## src/rtl/imm_gen_pipe.sv

```systemverilog
// imm_gen_pipe: registered immediate generator for the decode stage.
// Each accepted instruction word is decoded combinationally. Its
// sign-extended immediate, format code and illegal-encoding flag are then
// captured into a main output register (M). A skid register (K) absorbs one
// extra entry, so in_ready is driven purely from state.
//
// Ports:
//   clk, rst (async, active-high), flush (sync, drops both entries)
//   in_valid/in_ready/in_inst/in_tag     upstream handshake + payload
//   out_valid/out_ready                  downstream handshake
//   out_imm (XLEN), out_fmt (0=N 1=I 2=S 3=B 4=U 5=J 6=Z), out_err,
//   out_inst, out_tag                    registered result + passthrough
module imm_gen_pipe #(
  parameter int XLEN     = 32,
  parameter bit EN_ZICSR = 1'b1,
  parameter int TAG_W    = 32
) (
  input  logic             clk,
  input  logic             rst,
  input  logic             flush,
  input  logic             in_valid,
  output logic             in_ready,
  input  logic [31:0]      in_inst,
  input  logic [TAG_W-1:0] in_tag,
  output logic             out_valid,
  input  logic             out_ready,
  output logic [XLEN-1:0]  out_imm,
  output logic [2:0]       out_fmt,
  output logic             out_err,
  output logic [31:0]      out_inst,
  output logic [TAG_W-1:0] out_tag
);

  localparam logic [2:0] FMT_N = 3'd0;
  localparam logic [2:0] FMT_I = 3'd1;
  localparam logic [2:0] FMT_S = 3'd2;
  localparam logic [2:0] FMT_B = 3'd3;
  localparam logic [2:0] FMT_U = 3'd4;
  localparam logic [2:0] FMT_J = 3'd5;
  localparam logic [2:0] FMT_Z = 3'd6;

  // All formats are first assembled as a signed 32-bit value; widening that
  // to XLEN is then a plain sign extension from bit 31 (this also gives the
  // RV64 LUI/AUIPC behaviour).
  function automatic logic [XLEN-1:0] sext_to_xlen(input logic signed [31:0] v);
    return XLEN'(v);
  endfunction

  // ---- p0: combinational decode of the offered word ----
  logic signed [31:0] raw_p0;
  logic [XLEN-1:0]    dec_imm_p0;
  logic [2:0]         dec_fmt_p0;
  logic               dec_err_p0;

  always_comb begin
    raw_p0     = '0;
    dec_fmt_p0 = FMT_N;
    dec_err_p0 = 1'b0;
    case (in_inst[6:0])
      7'b0000011, 7'b0010011, 7'b1100111: begin
        dec_fmt_p0 = FMT_I;
        raw_p0     = {{20{in_inst[31]}}, in_inst[31:20]};
      end
      7'b0011011: begin
        if (XLEN == 64) begin
          dec_fmt_p0 = FMT_I;
          raw_p0     = {{20{in_inst[31]}}, in_inst[31:20]};
        end else begin
          dec_err_p0 = 1'b1;
        end
      end
      7'b0100011: begin
        dec_fmt_p0 = FMT_S;
        raw_p0     = {{20{in_inst[31]}}, in_inst[31:25], in_inst[11:7]};
      end
      7'b1100011: begin
        dec_fmt_p0 = FMT_B;
        raw_p0     = {{19{in_inst[31]}}, in_inst[31], in_inst[7],
                      in_inst[30:25], in_inst[11:8], 1'b0};
      end
      7'b0010111, 7'b0110111: begin
        dec_fmt_p0 = FMT_U;
        raw_p0     = {in_inst[31:12], 12'b0};
      end
      7'b1101111: begin
        dec_fmt_p0 = FMT_J;
        raw_p0     = {{11{in_inst[31]}}, in_inst[31], in_inst[19:12],
                      in_inst[20], in_inst[30:21], 1'b0};
      end
      7'b0110011, 7'b0001111: begin
        dec_fmt_p0 = FMT_N;
      end
      7'b0111011: begin
        dec_err_p0 = (XLEN != 64);
      end
      7'b1110011: begin
        // CSR immediate forms (funct3[2]=1) carry a 5-bit zero-extended zimm.
        if (EN_ZICSR && in_inst[14]) begin
          dec_fmt_p0 = FMT_Z;
          raw_p0     = {27'b0, in_inst[19:15]};
        end
      end
      default: begin
        dec_err_p0 = 1'b1;
      end
    endcase
    dec_imm_p0 = sext_to_xlen(raw_p0);
  end

  // ---- p1: main register M and skid register K ----
  logic             vld_p1, vld_sk_p1;
  logic [XLEN-1:0]  imm_p1, imm_sk_p1;
  logic [2:0]       fmt_p1, fmt_sk_p1;
  logic             err_p1, err_sk_p1;
  logic [31:0]      inst_p1, inst_sk_p1;
  logic [TAG_W-1:0] tag_p1, tag_sk_p1;

  logic accept, m_free;

  assign in_ready = !vld_sk_p1;
  assign accept   = in_valid && in_ready;
  // M can be (re)loaded when it is empty or being consumed this cycle.
  assign m_free   = !vld_p1 || out_ready;

  always_ff @(posedge clk or posedge rst) begin
    if (rst) begin
      vld_p1    <= 1'b0;
      vld_sk_p1 <= 1'b0;
    end else if (flush) begin
      vld_p1    <= 1'b0;
      vld_sk_p1 <= 1'b0;
    end else if (m_free) begin
      if (vld_sk_p1) begin
        // in_ready is low while K holds data, so no acceptance here.
        vld_p1    <= 1'b1;
        vld_sk_p1 <= 1'b0;
      end else begin
        vld_p1    <= accept;
      end
    end else if (accept) begin
      vld_sk_p1 <= 1'b1;
    end
  end

  always_ff @(posedge clk) begin
    if (m_free) begin
      if (vld_sk_p1) begin
        imm_p1  <= imm_sk_p1;
        fmt_p1  <= fmt_sk_p1;
        err_p1  <= err_sk_p1;
        inst_p1 <= inst_sk_p1;
        tag_p1  <= tag_sk_p1;
      end else if (accept) begin
        imm_p1  <= dec_imm_p0;
        fmt_p1  <= dec_fmt_p0;
        err_p1  <= dec_err_p0;
        inst_p1 <= in_inst;
        tag_p1  <= in_tag;
      end
    end else if (accept) begin
      imm_sk_p1  <= dec_imm_p0;
      fmt_sk_p1  <= dec_fmt_p0;
      err_sk_p1  <= dec_err_p0;
      inst_sk_p1 <= in_inst;
      tag_sk_p1  <= in_tag;
    end
  end

  // Data registers are not reset; gating the decoded fields with the valid
  // bit gives defined zero values whenever M is empty.
  assign out_valid = vld_p1;
  assign out_imm   = vld_p1 ? imm_p1 : '0;
  assign out_fmt   = vld_p1 ? fmt_p1 : FMT_N;
  assign out_err   = vld_p1 && err_p1;
  assign out_inst  = inst_p1;
  assign out_tag   = tag_p1;

endmodule

```

## config.mk

```make
export PLATFORM = sky130hd
export DESIGN_NAME = imm_gen_pipe
export DESIGN_NICKNAME = d
export VERILOG_FILES = /design/src/rtl/imm_gen_pipe.sv
export SDC_FILE = /design/constraint.sdc
export NUM_CORES = 1
export LEC_CHECK = 0
export ABC_AREA = 1
export BUFFER_PORTS_ARGS = -buffer_cell sky130_fd_sc_hd__buf_4
export CORE_ASPECT_RATIO = 1.5
export CORE_MARGIN = 2
export CORE_UTILIZATION = 45
export DETAILED_ROUTE_END_ITERATION = 10
export PLACE_DENSITY = 0.66
export REMOVE_ABC_BUFFERS = 1
export SYNTH_ARGS = -nofsm -noshare
export SYNTH_HDL_FRONTEND = slang
export SYNTH_SLANG_ARGS = --single-unit
```

## constraint.sdc

```tcl
create_clock -name clk -period 12.21 [get_ports clk]
set_clock_uncertainty 0.05 [all_clocks]
set_input_delay 1.221 -clock clk [delete_from_list [all_inputs] [get_ports clk]]
set_output_delay 1.221 -clock clk [all_outputs]
set_load 0.005 [all_outputs]
```

==> flow_metrics.py <==
metrics = {
    "synth": {
        "yosysWarnings": 0,
        "synth_common_cells": "nand2_1, edfxtp_1, inv_1, nand3_1, nor2_1",
        "syn_area_per_cell_um2": 10.95,
        "synth_cell_type_count": 26,
        "yosysTopAreaCell": "edfxtp_1",
        "syn_inst": 772,
        "yosys_most_used_dff": "edfxtp_1",
        "yosys.cell_count.top_type": "nand2_1",
        "async_reset_ff_frac": 0.009901,
        "yosysSeqAreaShare": 0.7164,
        "syn_area_mm2": 0.008453,
        "synth_edf_count": 200,
        "ys_seq_elements": 202,
        "synth.top_cell.area_share": 0.7105,
        "synth_area_leaders": "edfxtp_1, nand2_1, inv_1, nand3_1, nor2_1",
    },
    "grt": {
        "globalRouteOverflowTotal": 0,
        "grt_pass1_wl_um": 28400,
        "grt_usage": 0.1837,
        "grt_max_degree": 89,
        "grt_pass1_vias": 5574,
        "antenna_found_initial": 0,
    },
    "clocking": {
        "clk_latency_ns": 0.48,
        "htree_levels": 1,
        "cts_sinks": 202,
        "path_clk_slew_ns": 0.06,
        "numCtsBuffers": 20,
        "cts_setup_buffers": 0,
        "cts-root-buf": "clkbuf_16",
        "cts_resized": 0,
        "hold_buffers": 0,
        "cts_tree": "built",
        "clk_path_buf_depth": 3,
    },
    "pwr": {
        "p_int_w": 0.001209,
        "leakage_nw": 4.788,
        "switching_power_w": 0.0003200,
        "p_comb_frac": 0.075,
        "p_per_area_mw_per_mm2": 144.6,
        "power_frac_clock": 0.394,
        "swShare": 0.2093,
        "seq_power_share": 0.531,
        "ir_drop_v": 0.00009741,
    },
    "worst_setup_path": {
        "critPathMaxFanout": 88,
        "critical_path.startpoint_type": "flip-flop",
        "cp_slowest_cell": "buf_4",
        "critPathArrivalTime_ns": 2.21,
        "worstSetupEndpointType": "output pin",
        "crit_chain": "clkinv_2 -> buf_4 -> buf_4",
        "crit_top_cell": "buf_4",
        "crit_family": "buffers and inverters",
        "cp.required_ns": 10.94,
        "critical_path_depth": 3,
        "criticalPathCategory": "reg2out",
        "rrSetupSlack_ns": 9.12,
        "path_buf_inv": 3,
        "reg2reg_from": "out_valid",
        "reg2reg_to": "inst_sk_p1[14]",
        "critPathMaxStageDelay_ns": 0.74,
        "worstRegToRegCells": 6,
    },
    "routing": {
        "drtPass1Iterations": 5,
        "ant_nets": 0,
        "initialDrtViolationCount": 424,
        "vias": 5771,
        "wl_per_cell_um": 15.46,
        "drcViolationCount": 0,
        "viasPerCell": 4.813,
        "totalWireLength_um": 18540,
    },
    "timing": {
        "finalHoldViolCount": 0,
        "rsz0062_at_grt": "false",
        "tns_ns": 0,
        "drv_slew": 0,
        "worst_pin_slew_ns": 1.070,
        "finalCritPeriodShare": 0.2853,
        "setup_violations": 0,
        "fin_hold_ws_ns": 0.4674,
        "fin_crit_ns": 3.484,
        "max_freq_mhz": 287.1,
        "relSlewSlack": 0.2853,
    },
    "die": {
        "die_x_um": 115.9,
        "die-area_mm2": 0.01992,
        "boundaryPins": 171,
        "num_rows": 61,
        "start_util": 0.4577,
        "core_mm2": 0.01847,
        "die_y_um": 171.9,
    },
    "worst_hold_path": {
        "holdPathEnd": "out_inst[16]",
        "hold_class": "reg2reg",
        "hp-start": "inst_sk_p1[16]",
        "min_path_cells": 2,
    },
    "job": {
        "maxCapViolCount": 0,
    },
    "layout": {
        "area_delta_synth_final_pct": 25.09,
        "final_net_count": 1003,
        "fin_util": 0.5725,
        "drive_gt1_frac": 0.2492,
        "instances_no_fill": 1199,
        "diodes": 0,
    },
    "placed_design": {
        "hpwl_um": 11920,
        "gp_congestion": 0.7922,
        "dp.cells": 1164,
        "port_buffers": 170,
    },
    "run_status": {
        "status": "finished clean",
    },
}
## metal layers
metal	track usage	up-vias	part of all wire
li1	-	2854	-
met1	0.2245	2695	0.40
met2	0.3242	188	0.52
met3	0.02629	34	0.050
met4	0.07660	0	0.027
met5	0	-	0
## state kept, by name (all words and copies together), names as in the netlist, 3 cells and up
register and count:
fmt_p1 3, imm_sk_p1 32, fmt_sk_p1 3, inst_sk_p1 32, out_tag 32, imm_p1 32
out_inst 32, tag_sk_p1 32
## cells in the final DEF (no fill, tap or decap), types with 2 or more instances in the layout
cell type,n
nand3_1,38
clkbuf_16,21
nand3_2,4
clkbuf_1,5
nand2_1,350
inv_2,2
edfxtp_1,200
o21ai_0,12
buf_4,175
nor2_2,2
nand4_1,5
a21oi_1,7
nor2_1,23
nor3_1,2
nand2_4,3
bufinv_16,2
a31oi_1,3
or2_2,3
clkinv_2,3
o21bai_1,3
inv_1,57
nor2_4,4
clkinv_1,3
nand2_2,14
## worst max path at each step
stage	startpoint	end	slack, ns
5_1_grt	vld_sk_p1	in_ready	8.59
3_5_place_dp	out_ready	inst_sk_p1[18]	8.51
6_report	vld_sk_p1	in_ready	8.73
2_1_floorplan	vld_sk_p1	err_sk_p1	4.86
3_3_place_gp	out_ready	inst_sk_p1[17]	8.55
4_1_cts	vld_sk_p1	in_ready	8.71
## tightest hold or removal path, cell delays in order (launching register included)
cell and delay (ns):
edfxtp_1 0.32, nand2_1 0.05, nand2_1 0.05
## final cells by class
type                    instances  area, µm²
repair buffers                175       1314
clock inverters                 9      97.59
well taps                     252      315.3
multi-input cells             475       2017
inverters                      60      226.5
clock buffers                  26      544.3
fillers                      1634       7896
flip-flops and latches        202       6060
## power groups by stage
stage / Combinational, W / Sequential [W] / Clock, W
after global routing: 0.000128 / 0.000815 / 0.000639
after floorplan: 0.0000393 / 0.000833 / 0
final: 0.000114 / 0.000812 / 0.000603
after CTS: 0.000116 / 0.000813 / 0.000614
after global placement: 0.000115 / 0.000827 / 0
after detailed placement: 0.000116 / 0.000827 / 0
## through the flow
stage	setup WS [ns]	total power (W)	instance area, µm²
floorplan	4.856	0.0008720	8283
global placement	8.545	0.0009419	9932
detailed placement	8.505	0.0009438	9932
CTS	8.713	0.001544	10570
global route	8.593	0.001582	10570
finish	8.726	0.001529	10570
## cells by family (layout without fill, tap and decap cells)
family                 count (synthesis)  in the layout  synth area share
AO/OA/AOI/OAI                         26             26           0.01673
AND/OR/NAND/NOR                      449            449            0.2201
flip-flops                           202            202            0.7164
buffers and inverters                 95            270           0.04677
No activity file was read; power rests on OpenSTA's default activity.
